**config.mk**
```make
export PLATFORM = sky130hd
export DESIGN_NAME = multicycle_controller_flat
export DESIGN_NICKNAME = d
export VERILOG_FILES = /design/src/rtl/multicycle_controller_if.sv /design/src/rtl/multicycle_controller.sv /design/src/flat_wrapper.sv
export SDC_FILE = /design/constraint.sdc
export NUM_CORES = 1
export LEC_CHECK = 0
export BUFFER_PORTS_ARGS = -buffer_cell sky130_fd_sc_hd__buf_2
export CELL_PAD_IN_SITES_DETAIL_PLACEMENT = 2
export CELL_PAD_IN_SITES_GLOBAL_PLACEMENT = 2
export CORE_UTILIZATION = 32
export CTS_CLUSTER_DIAMETER = 60
export DETAILED_ROUTE_END_ITERATION = 16
export MAX_ROUTING_LAYER = met4
export PLACE_DENSITY_LB_ADDON = 0.1
export SYNTH_ARGS = -nofsm -noshare
export SYNTH_HDL_FRONTEND = slang
export SYNTH_SLANG_ARGS = --single-unit
```
**constraint.sdc**
```tcl
create_clock -name clk -period 2 [get_ports clk]
set_clock_uncertainty 0.05 [all_clocks]
set_input_delay 0.1 -clock clk [delete_from_list [all_inputs] [get_ports clk]]
set_output_delay 0.1 -clock clk [all_outputs]
set_load 0.005 [all_outputs]
```
**src/rtl/multicycle_controller_if.sv**
```systemverilog
// Handshake and control-strobe bundle between the multi-cycle sequencer and
// the MIPS datapath / shared memory port.
interface multicycle_controller_if #(
  parameter int CNT_W = 8
);
  logic             run;
  logic [5:0]       opcode;
  logic             mem_ready;
  logic             PC_Write;
  logic             IR_Write;
  logic             I_or_D;
  logic             Reg_Dst;
  logic             Reg_Write;
  logic             Alu_Src;
  logic [2:0]       Alu_Control;
  logic             Mem_Read;
  logic             Mem_Write;
  logic             Mem_To_Reg;
  logic             instr_done;
  logic             err;
  logic [CNT_W-1:0] illegal_cnt;

  modport master (
    input  run, opcode, mem_ready,
    output PC_Write, IR_Write, I_or_D, Reg_Dst, Reg_Write, Alu_Src,
           Alu_Control, Mem_Read, Mem_Write, Mem_To_Reg, instr_done,
           err, illegal_cnt
  );

  modport slave (
    output run, opcode, mem_ready,
    input  PC_Write, IR_Write, I_or_D, Reg_Dst, Reg_Write, Alu_Src,
           Alu_Control, Mem_Read, Mem_Write, Mem_To_Reg, instr_done,
           err, illegal_cnt
  );
endinterface

```
**src/rtl/multicycle_controller.sv**
```systemverilog
// Multi-cycle MIPS sequencer: FETCH/DECODE/EXEC/MEM/WB over one shared memory
// port with a mem_ready handshake, a per-access wait timeout and a sticky ERR.
module multicycle_controller #(
  parameter int TIMEOUT = 16,
  parameter int CNT_W   = 8
) (
  input  logic                    clk,
  input  logic                    rst_n,
  multicycle_controller_if.master bus
);

  localparam int WAIT_W = $clog2(TIMEOUT);
  localparam logic [WAIT_W-1:0] WAIT_LAST = WAIT_W'(TIMEOUT - 1);

  localparam logic [5:0] OP_ADD = 6'b000001;
  localparam logic [5:0] OP_LW  = 6'b000010;
  localparam logic [5:0] OP_SW  = 6'b000100;
  localparam logic [2:0] ALU_ADD = 3'b101;

  typedef enum logic [2:0] {
    S_FETCH,
    S_DECODE,
    S_EXEC,
    S_MEM,
    S_WB,
    S_ERR
  } state_t;

  state_t           r_state;
  state_t           w_state_next;
  logic             r_req_active;
  logic             w_req_next;
  logic [WAIT_W-1:0] r_wait_cnt;
  logic [WAIT_W-1:0] w_wait_next;
  logic [5:0]       r_op_q;
  logic [5:0]       w_op_next;
  logic [CNT_W-1:0] r_illegal_cnt;
  logic [CNT_W-1:0] w_illegal_next;
  // Holds everything quiet for the first cycle after reset release.
  logic             r_armed;

  logic       w_pc_write;
  logic       w_ir_write;
  logic       w_i_or_d;
  logic       w_reg_dst;
  logic       w_reg_write;
  logic       w_alu_src;
  logic [2:0] w_alu_control;
  logic       w_mem_read;
  logic       w_mem_write;
  logic       w_mem_to_reg;
  logic       w_instr_done;
  logic       w_err;

  always_ff @(posedge clk or negedge rst_n) begin
    if (!rst_n) begin
      r_state       <= S_FETCH;
      r_req_active  <= 1'b0;
      r_wait_cnt    <= '0;
      r_op_q        <= '0;
      r_illegal_cnt <= '0;
      r_armed       <= 1'b0;
    end else begin
      r_state       <= w_state_next;
      r_req_active  <= w_req_next;
      r_wait_cnt    <= w_wait_next;
      r_op_q        <= w_op_next;
      r_illegal_cnt <= w_illegal_next;
      r_armed       <= 1'b1;
    end
  end

  always_comb begin
    w_state_next   = r_state;
    w_req_next     = r_req_active;
    w_wait_next    = r_wait_cnt;
    w_op_next      = r_op_q;
    w_illegal_next = r_illegal_cnt;
    w_pc_write     = 1'b0;
    w_ir_write     = 1'b0;
    w_i_or_d       = 1'b0;
    w_reg_dst      = 1'b0;
    w_reg_write    = 1'b0;
    w_alu_src      = 1'b0;
    w_alu_control  = 3'b000;
    w_mem_read     = 1'b0;
    w_mem_write    = 1'b0;
    w_mem_to_reg   = 1'b0;
    w_instr_done   = 1'b0;
    w_err          = 1'b0;

    case (r_state)
      S_FETCH: begin
        // An issued fetch stays on the bus until served, even if run drops.
        if (r_armed && (bus.run || r_req_active)) begin
          w_mem_read = 1'b1;
          if (bus.mem_ready) begin
            w_ir_write   = 1'b1;
            w_pc_write   = 1'b1;
            w_req_next   = 1'b0;
            w_wait_next  = '0;
            w_state_next = S_DECODE;
          end else begin
            w_req_next = 1'b1;
            if (r_wait_cnt == WAIT_LAST) begin
              w_state_next = S_ERR;
            end else begin
              w_wait_next = r_wait_cnt + 1'b1;
            end
          end
        end
      end

      S_DECODE: begin
        w_op_next   = bus.opcode;
        w_wait_next = '0;
        if (bus.opcode == OP_ADD || bus.opcode == OP_LW || bus.opcode == OP_SW) begin
          w_state_next = S_EXEC;
        end else begin
          if (r_illegal_cnt != {CNT_W{1'b1}}) begin
            w_illegal_next = r_illegal_cnt + 1'b1;
          end
          w_state_next = S_FETCH;
        end
      end

      S_EXEC: begin
        w_alu_control = ALU_ADD;
        w_alu_src     = (r_op_q != OP_ADD);
        w_wait_next   = '0;
        w_state_next  = (r_op_q == OP_ADD) ? S_WB : S_MEM;
      end

      S_MEM: begin
        w_i_or_d      = 1'b1;
        w_alu_src     = 1'b1;
        w_alu_control = ALU_ADD;
        w_mem_read    = (r_op_q == OP_LW);
        w_mem_write   = (r_op_q == OP_SW);
        if (bus.mem_ready) begin
          w_wait_next = '0;
          if (r_op_q == OP_SW) begin
            w_instr_done = 1'b1;
            w_state_next = S_FETCH;
          end else begin
            w_state_next = S_WB;
          end
        end else if (r_wait_cnt == WAIT_LAST) begin
          w_state_next = S_ERR;
        end else begin
          w_wait_next = r_wait_cnt + 1'b1;
        end
      end

      S_WB: begin
        w_reg_write  = 1'b1;
        w_instr_done = 1'b1;
        w_wait_next  = '0;
        if (r_op_q == OP_ADD) begin
          w_reg_dst     = 1'b1;
          w_mem_to_reg  = 1'b1;
          w_alu_control = ALU_ADD;
        end
        w_state_next = S_FETCH;
      end

      S_ERR: begin
        w_err = 1'b1;
      end

      default: begin
        w_state_next = S_FETCH;
      end
    endcase
  end

  assign bus.PC_Write    = w_pc_write;
  assign bus.IR_Write    = w_ir_write;
  assign bus.I_or_D      = w_i_or_d;
  assign bus.Reg_Dst     = w_reg_dst;
  assign bus.Reg_Write   = w_reg_write;
  assign bus.Alu_Src     = w_alu_src;
  assign bus.Alu_Control = w_alu_control;
  assign bus.Mem_Read    = w_mem_read;
  assign bus.Mem_Write   = w_mem_write;
  assign bus.Mem_To_Reg  = w_mem_to_reg;
  assign bus.instr_done  = w_instr_done;
  assign bus.err         = w_err;
  assign bus.illegal_cnt = r_illegal_cnt;

endmodule

```
**src/flat_wrapper.sv**
```systemverilog
// flat-port wrapper written by rule: the top's interface ports become plain ports
module multicycle_controller_flat 
#(
  parameter int TIMEOUT = 16,
  parameter int CNT_W   = 8
)
  (clk, rst_n, bus_run, bus_opcode, bus_mem_ready, bus_PC_Write, bus_IR_Write, bus_I_or_D, bus_Reg_Dst, bus_Reg_Write, bus_Alu_Src, bus_Alu_Control, bus_Mem_Read, bus_Mem_Write, bus_Mem_To_Reg, bus_instr_done, bus_err, bus_illegal_cnt);
  multicycle_controller_if #(.CNT_W(CNT_W)) bus_i ();
  input  logic clk;
  input  logic rst_n;
  input wire logic [$bits(bus_i.run)-1:0] bus_run;
  input wire logic [$bits(bus_i.opcode)-1:0] bus_opcode;
  input wire logic [$bits(bus_i.mem_ready)-1:0] bus_mem_ready;
  output wire logic [$bits(bus_i.PC_Write)-1:0] bus_PC_Write;
  output wire logic [$bits(bus_i.IR_Write)-1:0] bus_IR_Write;
  output wire logic [$bits(bus_i.I_or_D)-1:0] bus_I_or_D;
  output wire logic [$bits(bus_i.Reg_Dst)-1:0] bus_Reg_Dst;
  output wire logic [$bits(bus_i.Reg_Write)-1:0] bus_Reg_Write;
  output wire logic [$bits(bus_i.Alu_Src)-1:0] bus_Alu_Src;
  output wire logic [$bits(bus_i.Alu_Control)-1:0] bus_Alu_Control;
  output wire logic [$bits(bus_i.Mem_Read)-1:0] bus_Mem_Read;
  output wire logic [$bits(bus_i.Mem_Write)-1:0] bus_Mem_Write;
  output wire logic [$bits(bus_i.Mem_To_Reg)-1:0] bus_Mem_To_Reg;
  output wire logic [$bits(bus_i.instr_done)-1:0] bus_instr_done;
  output wire logic [$bits(bus_i.err)-1:0] bus_err;
  output wire logic [$bits(bus_i.illegal_cnt)-1:0] bus_illegal_cnt;
  assign bus_i.run = bus_run;
  assign bus_i.opcode = bus_opcode;
  assign bus_i.mem_ready = bus_mem_ready;
  assign bus_PC_Write = bus_i.PC_Write;
  assign bus_IR_Write = bus_i.IR_Write;
  assign bus_I_or_D = bus_i.I_or_D;
  assign bus_Reg_Dst = bus_i.Reg_Dst;
  assign bus_Reg_Write = bus_i.Reg_Write;
  assign bus_Alu_Src = bus_i.Alu_Src;
  assign bus_Alu_Control = bus_i.Alu_Control;
  assign bus_Mem_Read = bus_i.Mem_Read;
  assign bus_Mem_Write = bus_i.Mem_Write;
  assign bus_Mem_To_Reg = bus_i.Mem_To_Reg;
  assign bus_instr_done = bus_i.instr_done;
  assign bus_err = bus_i.err;
  assign bus_illegal_cnt = bus_i.illegal_cnt;
  multicycle_controller #(.TIMEOUT(TIMEOUT), .CNT_W(CNT_W)) u_core (.clk(clk), .rst_n(rst_n), .bus(bus_i));
endmodule
```
# Word level (Yosys, flattened, before mapping)
# Index checks and enable logic that the tools add are counted.
[word_totals]
output_inout_bits = 22
wordCells = 67
in_bits = 10
reg_bits = 23
[op_classes]
eq_ne = 15
reduce_logical = 12
add_sub_neg = 2
n_mux = 30
n_bitwise = 2
[op_table]
columns = ["op", "n"]
rows = [
  ["3-bit 2-to-1 mux", 7],
  ["3-bit one-hot mux with 5 select lines", 1],
  ["1-bit 2-to-1 mux", 13],
  ["6-bit by 1-bit equality test with 1-bit output, second input constant", 2],
  ["6-bit by 2-bit equality test with 1-bit output, second input constant", 2],
  ["6-bit by 3-bit equality test with 1-bit output, second input constant", 2],
  ["4-bit 2-to-1 mux", 3],
  ["4-bit one-hot mux with 3 select lines", 1],
  ["8-bit by 1-bit adder with 8-bit output, second input constant", 1],
  ["8-bit != test, second input constant", 1],
  ["3-bit by 2-bit equality test with 1-bit output, second input constant", 2],
  ["3-bit equality test, second input constant", 2],
  ["6-bit by 1-bit != test with 1-bit output, second input constant", 1],
  ["1-bit one-hot mux with 2 select lines", 3],
  ["3-bit one-hot mux with 2 select lines", 1],
  ["2-bit AND reduction", 3],
  ["4-bit by 1-bit adder with 4-bit output, second input constant", 1],
  ["4-bit equality test, second input constant", 1],
  ["3-bit by 1-bit equality test with 1-bit output, second input constant", 1],
  ["3-bit logical NOT", 1],
  ["1-bit logical OR", 3],
  ["3-bit AND reduction", 1],
  ["3-bit nonzero test", 1],
  ["3-bit OR reduction", 1],
  ["other kinds (5)", 6],
]

# Depth between registers and ports, before layout
# Gate-level depths: netlist of the first run.
[depth]
word_depth = 5
mapped_depth = 7
ltp_nobuf = 6

# Worst setup path after synthesis of the first run
# No wires, ideal clock.
[synth_timing]
kind = "reg2reg"
from = "register u_core.r_state[1]"
to = "register u_core.r_illegal_cnt[1], in the netlist u_core.bus.illegal_cnt[1]"
arrival_time_ps = 1408
setup_time_ps = 125
n_path_buf = 0
path_stages_with_launch = 5
required_time_ps = 1825
period_less_slack_ps = 1582
path_slack_ps = 418
cell_sequence = "dfrtp_1 > nor3b_4 > o21ai_2 > nor2_1 > mux2_2"
[synth_between]
elab_chain_cells = 2
[synth_lines]
columns = ["item", "line_no", "rtl"]
rows = [
  ["start: declaration", "multicycle_controller.sv:29", "state_t r_state;"],
  ["start signal: assignment", "multicycle_controller.sv:64", "r_state <= w_state_next;"],
  ["3-bit by 1-bit equality test with 1-bit output", "multicycle_controller.sv:92", "case (r_state)"],
  ["3-bit AND reduction (no line)", "--", ""],
  ["end signal: assignment", "multicycle_controller.sv:68", "r_illegal_cnt <= w_illegal_next;"],
  ["end: declaration", "multicycle_controller.sv:37", "logic [CNT_W-1:0] r_illegal_cnt;"],
]
# No other way between the ends.
# A chain may end at the register's enable or synchronous reset.

# Worst setup path after layout of the first run
[layout_timing]
from = "register u_core.r_state[2]"
to = "output bus_instr_done"
[layout_between]
elab_chain_cells = 2
word_cells_on_any_way = 3
cone_classes = "eq/ne (2); mux (1)"
[layout_lines]
columns = ["item", "line_no", "rtl"]
rows = [
  ["3-bit equality test / 3-bit by 2-bit equality test with 1-bit output (equally long branches)", "multicycle_controller.sv:92", ""],
  ["1-bit one-hot mux with 2 select lines *", "multicycle_controller.sv:92", ""],
  ["end: declaration", "flat_wrapper.sv:24", "output wire logic [$bits(bus_i.instr_done)-1:0] bus_instr_done;"],
]
# Every way passes the cells marked *; elsewhere a longest branch is shown, timed or not.

==> out/metrics.cfg, run 1 <==
[layout]
layout_commonest_cell=buf_2
fill_cells=467
fin_cells=217
area_delta_synth_final_pct=19.6
multiInputGateArea_um2=682
nets=180
final_cell_mix=buf_2 (30), dfrtp_1 (21), nand2_1 (11)
seqCellArea_um2=578
antenna_cells=0
drive_gt1_frac=0.329

[timing]
slew_violations=0
worst_pin_slew_ns=0.563
fmax_mhz=546
period_share=0.916
rsz0062_at_grt=false
slew_headroom=0.621
hold_viol=0
setup_tns_ns=0
period_needed_ns=1.83
hold_slack_ns=0.0277
setup_violations=0

[power]
clockPowerShare=0.135
switching_share=0.425
p_switching_mw=0.940
p_seq_frac=0.420
finalPower_mw=2.21
p_comb_frac=0.446
ir_drop_uv=571
p_int_mw=1.27
powerDensity_mw_per_mm2=1400
p_leak_nw=0.730

[global_routing]
grt_overflow=0
grt_use_total=0.191
grt_pass1_wl_um=6150
grt_pass1_vias=1232
grt_max_degree=24
antenna_found_initial=0

[placed_design]
dpl.cell_count=212
port_buffers=30
hpwl_um=2720
gp_congestion=0.804

[synthesis]
postSynthCellCount=136
syn_area_mm2=0.00132
yosysWarnings=0
yosysSeqAreaShare=0.435
yosysTopAreaCell=dfrtp_1
yosys.area.top_type_share=0.435
synth.area.top_cells=dfrtp_1 (44%), mux2_2 (6.0%), xor2_1 (6.0%)
syn_avg_cell_area_um2=9.72
synth.net_count=148
synth.distinct_cells=40
ys_seq_elements=23

[min_path]
hold_start=bus_opcode[5]
hp-class=input pin to flop

[setup_path]
critPathArrivalTime_ns=1.68
crit_start=u_core.r_state[2]
cp_data_required_time_ns=1.85
worstPathCellList=and3b_1 -> nand2_1 -> nor3b_2 -> a21o_1 -> buf_2
worstSetupPathType=flop to output port
startpoint_type=flop
crit_path_end_kind=output port
path_delay_family=simple AND/OR/NAND/NOR gates
timing.rr.start=u_core.r_state[0]
crit_path_top_delay_cell=dfrtp_2
critPathBufInv=1
slowest_delay_ns=0.51
worst-path-max-fanout=13

[die]
die_y_um=66.3
core_mm2=0.00397
initial_core_util=0.333
io_pins=32
dieWidth_um=66.3
fp-row-count=23
dieArea_mm2=0.00439

[drt]
dr.pass1.iters=4
vias=1144
drc=0
ant_nets=0
drtIter0Drc=60
routed_wl_um=3580
wire_per_inst_um=16.5
vias_per_cell=5.27

[cts]
clk_pin_slew_ns=0.09
clk_latency_ns=0.26
cts_buffers=3
clk_path_buf_depth=2
clock_sinks=23
cts-root-buf=clkbuf_8
cts_htree_levels=1
cts_tree=yes

[run_status]
status=finished clean

[flow_run]
maxCapViolCount=0

-- cell type report --
type / instances / area share
well taps: 50 / 0.0396
inverters: 8 / 0.0190
clock buffers: 3 / 0.0261
clock inverters: 1 / 0.00316
repair buffers: 34 / 0.116
multi-input cells: 98 / 0.431
flip-flops and latches: 23 / 0.366
-- final timing paths --
check | endpoint | slack, ns | cells past startpoint
worst max-delay path | bus_instr_done | 0.17 | 5
worst min-delay path | u_core.r_op_q[5] | 0.03 | 2
worst max register to register | u_core.r_wait_cnt[1] | 0.21 | 4
worst min register to register | u_core.r_req_active | 0.46 | 1
max in group asynchronous | u_core.r_state[2] | 1.20 | 2
min in group asynchronous | u_core.r_state[0] | 0.30 | 2
-- power by group through the flow --
stage	sequential, mW	clock [mW]	combinational (mW)
CTS	0.919	0.318	1.00
floorplan	0.834	0	0.714
global placement	0.900	0	0.954
detailed placement	0.923	0	0.993
global route	0.968	0.338	1.12
finish	0.929	0.298	0.986
-- state kept, by name, summed over array words and instances, names as in the netlist --
signal and flops:
u_core.bus.illegal_cnt 8, u_core.r_state 3, u_core.r_wait_cnt 4, u_core.r_op_q 6, u_core.r_req_active 1, u_core.r_armed 1
-- Yosys cell counts (all sizes together) --
| cell | n |
|---|---|
| a211o | 1 |
| a211oi | 3 |
| a21bo | 1 |
| a21o | 2 |
| a21oi | 4 |
| a311oi | 1 |
| a31oi | 1 |
| a32oi | 1 |
| and3b | 1 |
| buf | 7 |
| conb | 2 |
| dfrtp | 23 |
| ha | 2 |
| inv | 8 |
| mux2 | 7 |
| nand2 | 11 |
| nand2b | 1 |
| nand3 | 5 |
| nand4 | 3 |
| nor2 | 10 |
| nor3 | 4 |
| nor3b | 3 |
| nor4 | 7 |
| o211a | 1 |
| o211ai | 2 |
| o21ai | 8 |
| o221ai | 1 |
| o22ai | 1 |
| o31ai | 2 |
| o32ai | 1 |
| or2 | 1 |
| or3 | 2 |
| xor2 | 9 |
-- metal layers --
layer  GRT usage  wire length (um)
met5           -                 0
met4      0.0186                10
met3      0.0414                85
met2       0.316              1740
met1       0.248              1730
-- what timing repair did --
item / 4_1_cts / 5_1_grt
buffers inserted: 0 / 0
resized for setup: 0 / 4
endpoints found under the hold margin: 23 / 0
setup endpoints to repair: 0 / 5
hold buffers: 1 / 0
-- kinds of logic (layout without fill, tap and decap cells) --
family                   Yosys count  count (layout)  share of synthesized area
AO/OA/AOI/OAI                     30              30                      0.167
other                              2               2                    0.00568
buffers and inverters             15              46                     0.0587
flip-flops                        23              23                      0.435
XOR/XNOR                           9               9                     0.0596
multiplexers                       7               7                     0.0596
AND/OR/NAND/NOR                   48              48                      0.196
adder cells (fa/ha/maj)            2               2                     0.0189
-- per-stage QoR --
stage	utilization	setup slack, ns	instance area [um^2]
3_5_place_dp	0.380	0.167	1510
2_1_floorplan	-	0.418	1320
6_report	0.398	0.168	1580
5_1_grt	0.398	0.00761	1580
4_1_cts	0.394	0.00931	1570
3_3_place_gp	0.380	0.251	1510
No activity file was read; power rests on OpenSTA's default activity.
==> run 2: changes to the inputs <==
ABC_AREA = 1   (was not set)
CORE_UTILIZATION = 29   (was 32)
SKIP_CTS_REPAIR_TIMING = 1   (was not set)
==> run 2 against run 1 <==
  * Design area is 7.9% higher
  * Worst hold slack worse by 0.024 ns
  * Setup slack better by 0.11 ns
  * Core utilization is 4.2 points lower
  * Synthesized area is 10% higher
  * Count of clock-buffer cells in the layout stayed put
  * Clock power is 2% higher
  * Register-to-register slack better by 0.17 ns
  * Global-route usage is 1.2 points lower
  * Critical path type unchanged
  * Largest power group unchanged
==> out/metrics.cfg, run 2 <==
[timing]
rsz0062_at_grt=false
slew_headroom=0.634  ; +0.0129
setup_violations=0  ; unchanged
period_share=0.859  ; -0.0568
fmax_mhz=582  ; +6.6%
period_needed_ns=1.72  ; -0.114 ns
setup_tns_ns=0  ; unchanged
worst_pin_slew_ns=0.550  ; -0.0134 ns
hold_viol=0  ; unchanged
slew_violations=0  ; unchanged

[placed_design]
hpwl_um=3440  ; +27%
port_buffers=30  ; unchanged
place_area_mm2=0.00165  ; +9.3%
dpl.cell_count=300  ; +42%
gp_congestion=0.768  ; -4.4%

[layout]
area_delta_synth_final_pct=17.1
drive_gt1_frac=0.202  ; -0.128
multiInputGateArea_um2=739  ; +8.4%
design_area_mm2=0.00171  ; +7.9%
antenna_cells=0  ; unchanged
nets=251  ; +39%
seqCellArea_um2=576  ; -0.43%
largest_reg_flops=8  ; unchanged
final_cell_mix=nand2_1 (71), buf_2 (30), inv_1 (25)
fill_cells=601  ; +29%
fin_cells=305  ; +41%
layout_commonest_cell=nand2_1

[setup_path]
worst-path-max-fanout=7  ; -6
regToRegEndpoint=u_core.bus.illegal_cnt[2]
timing.rr.start=u_core.bus.illegal_cnt[0]
ff2ff_setup_slack_ns=0.38  ; +0.17 ns
reg2reg_depth=7  ; +3
crit_path_end_kind=output port
worstSetupPathType=flop to output port
critPathArrivalTime_ns=1.57  ; -0.11 ns
startpoint_type=flop
cp_data_required_time_ns=1.85  ; about the same

[drt]
wire_per_inst_um=13.8  ; -16%
vias=1411  ; +23%
ant_nets=0  ; unchanged
drc=0  ; unchanged
vias_per_cell=4.63  ; -12%
drtIter0Drc=48  ; -20%
routed_wl_um=4200  ; +18%
dr.pass1.iters=3  ; -1

[synthesis]
syn_avg_cell_area_um2=7.01  ; -28%
yosysWarnings=0  ; unchanged
yosys.area.top_type_share=0.395  ; -0.0403
synth_xor_xnor_area_share=0.0240  ; -0.0356
synth.area.top_cells=dfrtp_1 (39%), nand2_1 (18%), nand3_1 (6.9%)
synth-edff-count=0  ; unchanged
synth-simple-area-share=0.409  ; +0.214
synth.distinct_cells=26  ; -35%
synth_compound_area_frac=0.0515  ; -0.115
synthTopCellsByCount=nand2_1 (71), inv_1 (25), dfrtp_1 (23)
yosysTopAreaCell=dfrtp_1
syn_area_mm2=0.00146  ; +10%
synth_top_family_by_area=simple AND/OR/NAND/NOR gates
yosys.area_share.adder=0.0172  ; -0.00175
ys.flop_type=dfrtp_1
yosys-mux-area-fraction=0  ; -0.0596
ys_seq_elements=23  ; unchanged
postSynthCellCount=208  ; +53%
yosysMostFrequentCell=nand2_1
async_reset_ff_frac=1.00  ; unchanged
synth.net_count=220  ; +49%
yosysSeqAreaShare=0.395  ; -0.0403

[cts]
clk_latency_ns=0.26  ; about the same
clock_sinks=23  ; unchanged
clk_path_buf_depth=2  ; unchanged
cts_htree_levels=1  ; unchanged
cts-root-buf=clkbuf_8
cts_tree=yes
clk_pin_slew_ns=0.09  ; about the same
cts_buffers=3  ; unchanged

[global_routing]
grt_pass1_wl_um=7160  ; +16%
antenna_found_initial=0  ; unchanged
grt_pass1_vias=1520  ; +23%
grt_overflow=0  ; unchanged
grt_use_total=0.180  ; -0.0117
grt_max_degree=24  ; unchanged

[die]
dieWidth_um=72.9  ; +10%
dieArea_mm2=0.00531  ; +21%
initial_core_util=0.305  ; -0.0284
die_y_um=72.9  ; +10%
fp-row-count=25  ; +8.7%
io_pins=32  ; unchanged
core_mm2=0.00479  ; +21%

[run_status]
status=finished clean

[power]
finalPower_mw=1.91  ; -13%
ir_drop_uv=389  ; -32%
p_switching_mw=0.873  ; -7.2%
switching_share=0.456  ; +0.0309
p_seq_frac=0.397  ; -0.023
clockPowerShare=0.158  ; +0.023
p_leak_nw=1.00  ; +37%
powerDensity_mw_per_mm2=1120  ; -20%
p_int_mw=1.04  ; -18%
p_comb_frac=0.445  ; about the same

[min_path]
hold_end=u_core.r_op_q[4]
hold_start=bus_opcode[4]
hp-class=input pin to flop
hold_depth=3  ; +1

[flow_run]
maxCapViolCount=0  ; unchanged

run 2: cell types whose count changed after synthesis, moves of 6 or more:
| cell | delta |
|---|---|
| nand3_1 | +15 |
| nor4_1 | -7 |
| nand2_1 | +60 |
| xor2_1 | -6 |
| nor2_1 | +10 |
| inv_1 | +18 |
| mux2_2 | -7 |
run 2: how the worst max path moves through the flow:
stage	endpoint	slack, ns	start	depth (start not counted)
detailed placement	u_core.bus.illegal_cnt[2]	0.34	u_core.bus.illegal_cnt[0]	7
CTS	bus_instr_done	0.25	u_core.r_state[2]	8
global placement	u_core.bus.illegal_cnt[6]	0.43	u_core.bus.illegal_cnt[0]	7
finish	bus_instr_done	0.28	u_core.r_state[2]	8
floorplan	u_core.bus.illegal_cnt[6]	0.62	u_core.bus.illegal_cnt[0]	7
global route	bus_instr_done	0.13	u_core.r_state[2]	8
run 2: logic make-up (layout without fill, tap and decap cells):
group                      Yosys count  count (layout)
DFF                                 23              23
other                                2               2
xor gates and xnor gates             4               4
buffers and inverters               32              62
AOI/OAI and AO/OA                   14              14
and+or+nand+nor                    131             131
adders and majority gates            2               2
run 2: final cells by class:
cell class	instances	area share
clock buffer	3	0.0242
tap	67	0.0491
inverter	27	0.0594
multi-input combinational	153	0.433
sequential	23	0.337
timing repair buffer	31	0.0938
clock inverter	1	0.00293
run 2: per-stage QoR:
stage | utilization | setup WS, ns | hold slack [ns]
floorplan | - | 0.619 | -0.246
global placement | 0.345 | 0.429 | 0.0688
detailed placement | 0.345 | 0.337 | 0.0693
CTS | 0.355 | 0.246 | -0.223
global route | 0.357 | 0.129 | 0.0200
finish | 0.357 | 0.281 | 0.00412
run 2: layer usage:
metal / GRT usage / share of wire
met1: 0.229 / 0.47
met2: 0.313 / 0.51
met3: 0.0207 / 0.017
met4: 0.0261 / 0.0031
met5: - / 0
run 2: power groups by stage:
stage                     logic [mW]  registers [mW]  clock network [mW]
after global placement         0.814           0.759                   0
after global routing           0.990           0.783               0.327
after detailed placement       0.870           0.773                   0
after CTS                      0.875           0.763               0.311
after floorplan                0.615           0.732                   0
final                          0.852           0.759               0.303
run 2: critical path: stages, from the launching register on:
cell,delay [ns]
dfrtp_1,0.42
inv_2,0.13
nand3_1,0.16
inv_1,0.14
nand3_1,0.09
nor2_1,0.13
nor2_1,0.05
nor2_1,0.07
buf_2,0.11
==> run 3: changes to the inputs <==
CELL_PAD_IN_SITES_DETAIL_PLACEMENT = not set   (was 2)
CELL_PAD_IN_SITES_GLOBAL_PLACEMENT = not set   (was 2)
CORE_UTILIZATION = 53   (was 29)
PLACE_DENSITY = 0.78   (was not set)
PLACE_DENSITY_LB_ADDON = not set   (was 0.1)
==> run 3 against run 2 <==
  * Largest cell class unchanged
  * Highest routed layer unchanged
  * Power shrank 7.9%
  * Final cell count decreased by 10%
  * Worst hold slack worse by 0.031 ns
  * The run now ends with hold timing left
  * Register-to-register slack gained 0.07 ns
  * First-iteration DRC count fell by 33%
  * Core utilization increased by 31 points
  * Fmax shrank 5.2%
  * Setup slack lost 0.095 ns
==> out/metrics.cfg, run 3 (synthesis gave the netlist of run 2 again) <==
[drt]
top_layer=met4
wl_met3_um=98  ; +38%
vias_per_cell=4.99  ; +7.8%
drc=0  ; unchanged
wire_per_inst_um=10.6  ; -23%
ant_nets=0  ; unchanged
vias=1361  ; -3.5%
wl_met2_um=1370  ; -37%
routed_wl_um=2880  ; -31%
wl_met1_um=1400  ; -29%
dr.pass1.iters=4  ; +1
drtIter0Drc=32  ; -33%

[min_path]
hp-class=input pin to flop

[setup_path]
crit_start=u_core.r_state[2]
startpoint_type=flop
cp_data_required_time_ns=1.85  ; about the same
critPathArrivalTime_ns=1.66  ; +0.09 ns
crit_path_end_kind=output port
worstSetupPathType=flop to output port
path_delay_family=simple AND/OR/NAND/NOR gates
worstSetupEndpoint=bus_instr_done
crit_path_top_delay_cell=dfrtp_1
ff2ff_setup_slack_ns=0.45  ; +0.07 ns
worst-path-max-fanout=7  ; unchanged
worstPathCellList=inv_2 -> nand3_1 -> inv_1 -> nand3_1 -> nor2_1 -> nor2_1 -> nor2_1 -> buf_2
crit_top_cell=nor2_1
slowest_delay_ns=0.44  ; +0.02 ns
reg2reg_depth=7  ; unchanged
critPathBufInv=3  ; unchanged
path_depth=8  ; unchanged
timing.rr.start=u_core.bus.illegal_cnt[0]
regToRegEndpoint=u_core.bus.illegal_cnt[0]

[layout]
fill_cells=248  ; -59%
antenna_cells=0  ; unchanged
largest_reg_flops=8  ; unchanged
fin_util=0.665  ; +0.308
drive_gt1_frac=0.198  ; -0.00415
final_cell_mix=nand2_1 (71), buf_2 (30), inv_1 (25)
layout_commonest_cell=nand2_1
nets=256  ; +2.0%
area_delta_synth_final_pct=16.1

[global_routing]
antenna_found_initial=0  ; unchanged
grt_max_degree=24  ; unchanged
grt_use_total=0.227  ; +0.0470
grt_pass1_vias=1078  ; -29%
grt_pass1_wl_um=4620  ; -35%
grt_overflow=0  ; unchanged

[power]
p_leak_nw=1.02  ; +1.3%
ir_drop_uv=703  ; +81%
powerDensity_mw_per_mm2=1040  ; -7.1%

[placed_design]
hpwl_um=2180  ; -37%
gp_congestion=0.839  ; +9.3%
port_buffers=30  ; unchanged

[timing]
period_share=0.907  ; +0.0474
fmax_mhz=551  ; -5.2%
period_needed_ns=1.81  ; +0.0947 ns
hold_slack_ns=-0.0274  ; -0.0315 ns
slew_headroom=0.662  ; +0.0281
slew_violations=0  ; unchanged
rsz0062_at_grt=false
worst_pin_slew_ns=0.507  ; -0.0422 ns
setup_tns_ns=0  ; unchanged
hold_viol=1  ; +1
setup_violations=0  ; unchanged

[die]
dieWidth_um=54.4  ; -25%
die_y_um=54.4  ; -25%
initial_core_util=0.573  ; +0.268
io_pins=32  ; unchanged
core_mm2=0.00254  ; -47%
fp-row-count=18  ; -28%
dieArea_mm2=0.00296  ; -44%

[cts]
cts_htree_levels=1  ; unchanged
cts_tree=yes
clock_sinks=23  ; unchanged
clk_latency_ns=0.31  ; +0.05 ns
cts_buffers=3  ; unchanged
clk_path_buf_depth=2  ; unchanged
cts-root-buf=clkbuf_4
clk_pin_slew_ns=0.13  ; +0.04 ns

[flow_run]
maxCapViolCount=0  ; unchanged

[run_status]
status=finished with violations
violations=hold timing

[run 3: cell count changes in the layout (fill, tap and decap cells not counted)]
cell / previous run / this run
clkbuf_8: 3 / 0
clkbuf_4: 0 / 3
dlygate4sd3_1: 1 / 6
[run 3: metrics by stage]
step / setup slack (ns) / std cells / area [um^2] / power [mW]
3_3_place_gp: 0.532 / 263 / 1600 / 1.53
6_report: 0.187 / 273 / 1690 / 1.76
5_1_grt: 0.00256 / 273 / 1690 / 1.94
3_5_place_dp: 0.480 / 263 / 1600 / 1.55
4_1_cts: 0.169 / 267 / 1630 / 1.77
2_1_floorplan: 0.619 / 208 / 1460 / 1.35
[run 3: cell type report]
class	count	area, um^2	area share
multi-input cells	153	739	0.437
flip-flops and latches	23	576	0.340
repair buffers	36	210	0.124
inverters	27	101	0.0599
well taps	30	37.5	0.0222
clock buffers	3	22.5	0.0133
clock inverters	1	5.00	0.00296
[run 3: worst min path at each step]
stage	start	end	slack [ns]	cells after the start
6_report	bus_opcode[0]	u_core.r_op_q[0]	-0.03	3
3_3_place_gp	rst_n	u_core.r_state[0]	0.05	1
3_5_place_dp	rst_n	u_core.r_state[0]	0.05	1
5_1_grt	bus_opcode[0]	u_core.r_op_q[0]	0.01	3
4_1_cts	rst_n	u_core.r_wait_cnt[2]	-0.31	1
2_1_floorplan	rst_n	u_core.bus.illegal_cnt[0]	-0.25	0
[run 3: tightest hold or removal path: stages]
cell,delay [ns]
buf_2,0.10
nand2_1,0.05
o21ai_0,0.06
[run 3: per-layer routing]
metal | up-vias | global-route usage
li1 | 721 | -
met1 | 613 | 0.303
met2 | 25 | 0.352
met3 | 2 | 0.0333
met4 | 0 | 0.0769
met5 | - | -
[run 3: report_power, final]
part	internal, mW	switching [mW]
registers	0.607	0.141
clock network	0.0748	0.147
logic	0.301	0.493
total	0.983	0.781
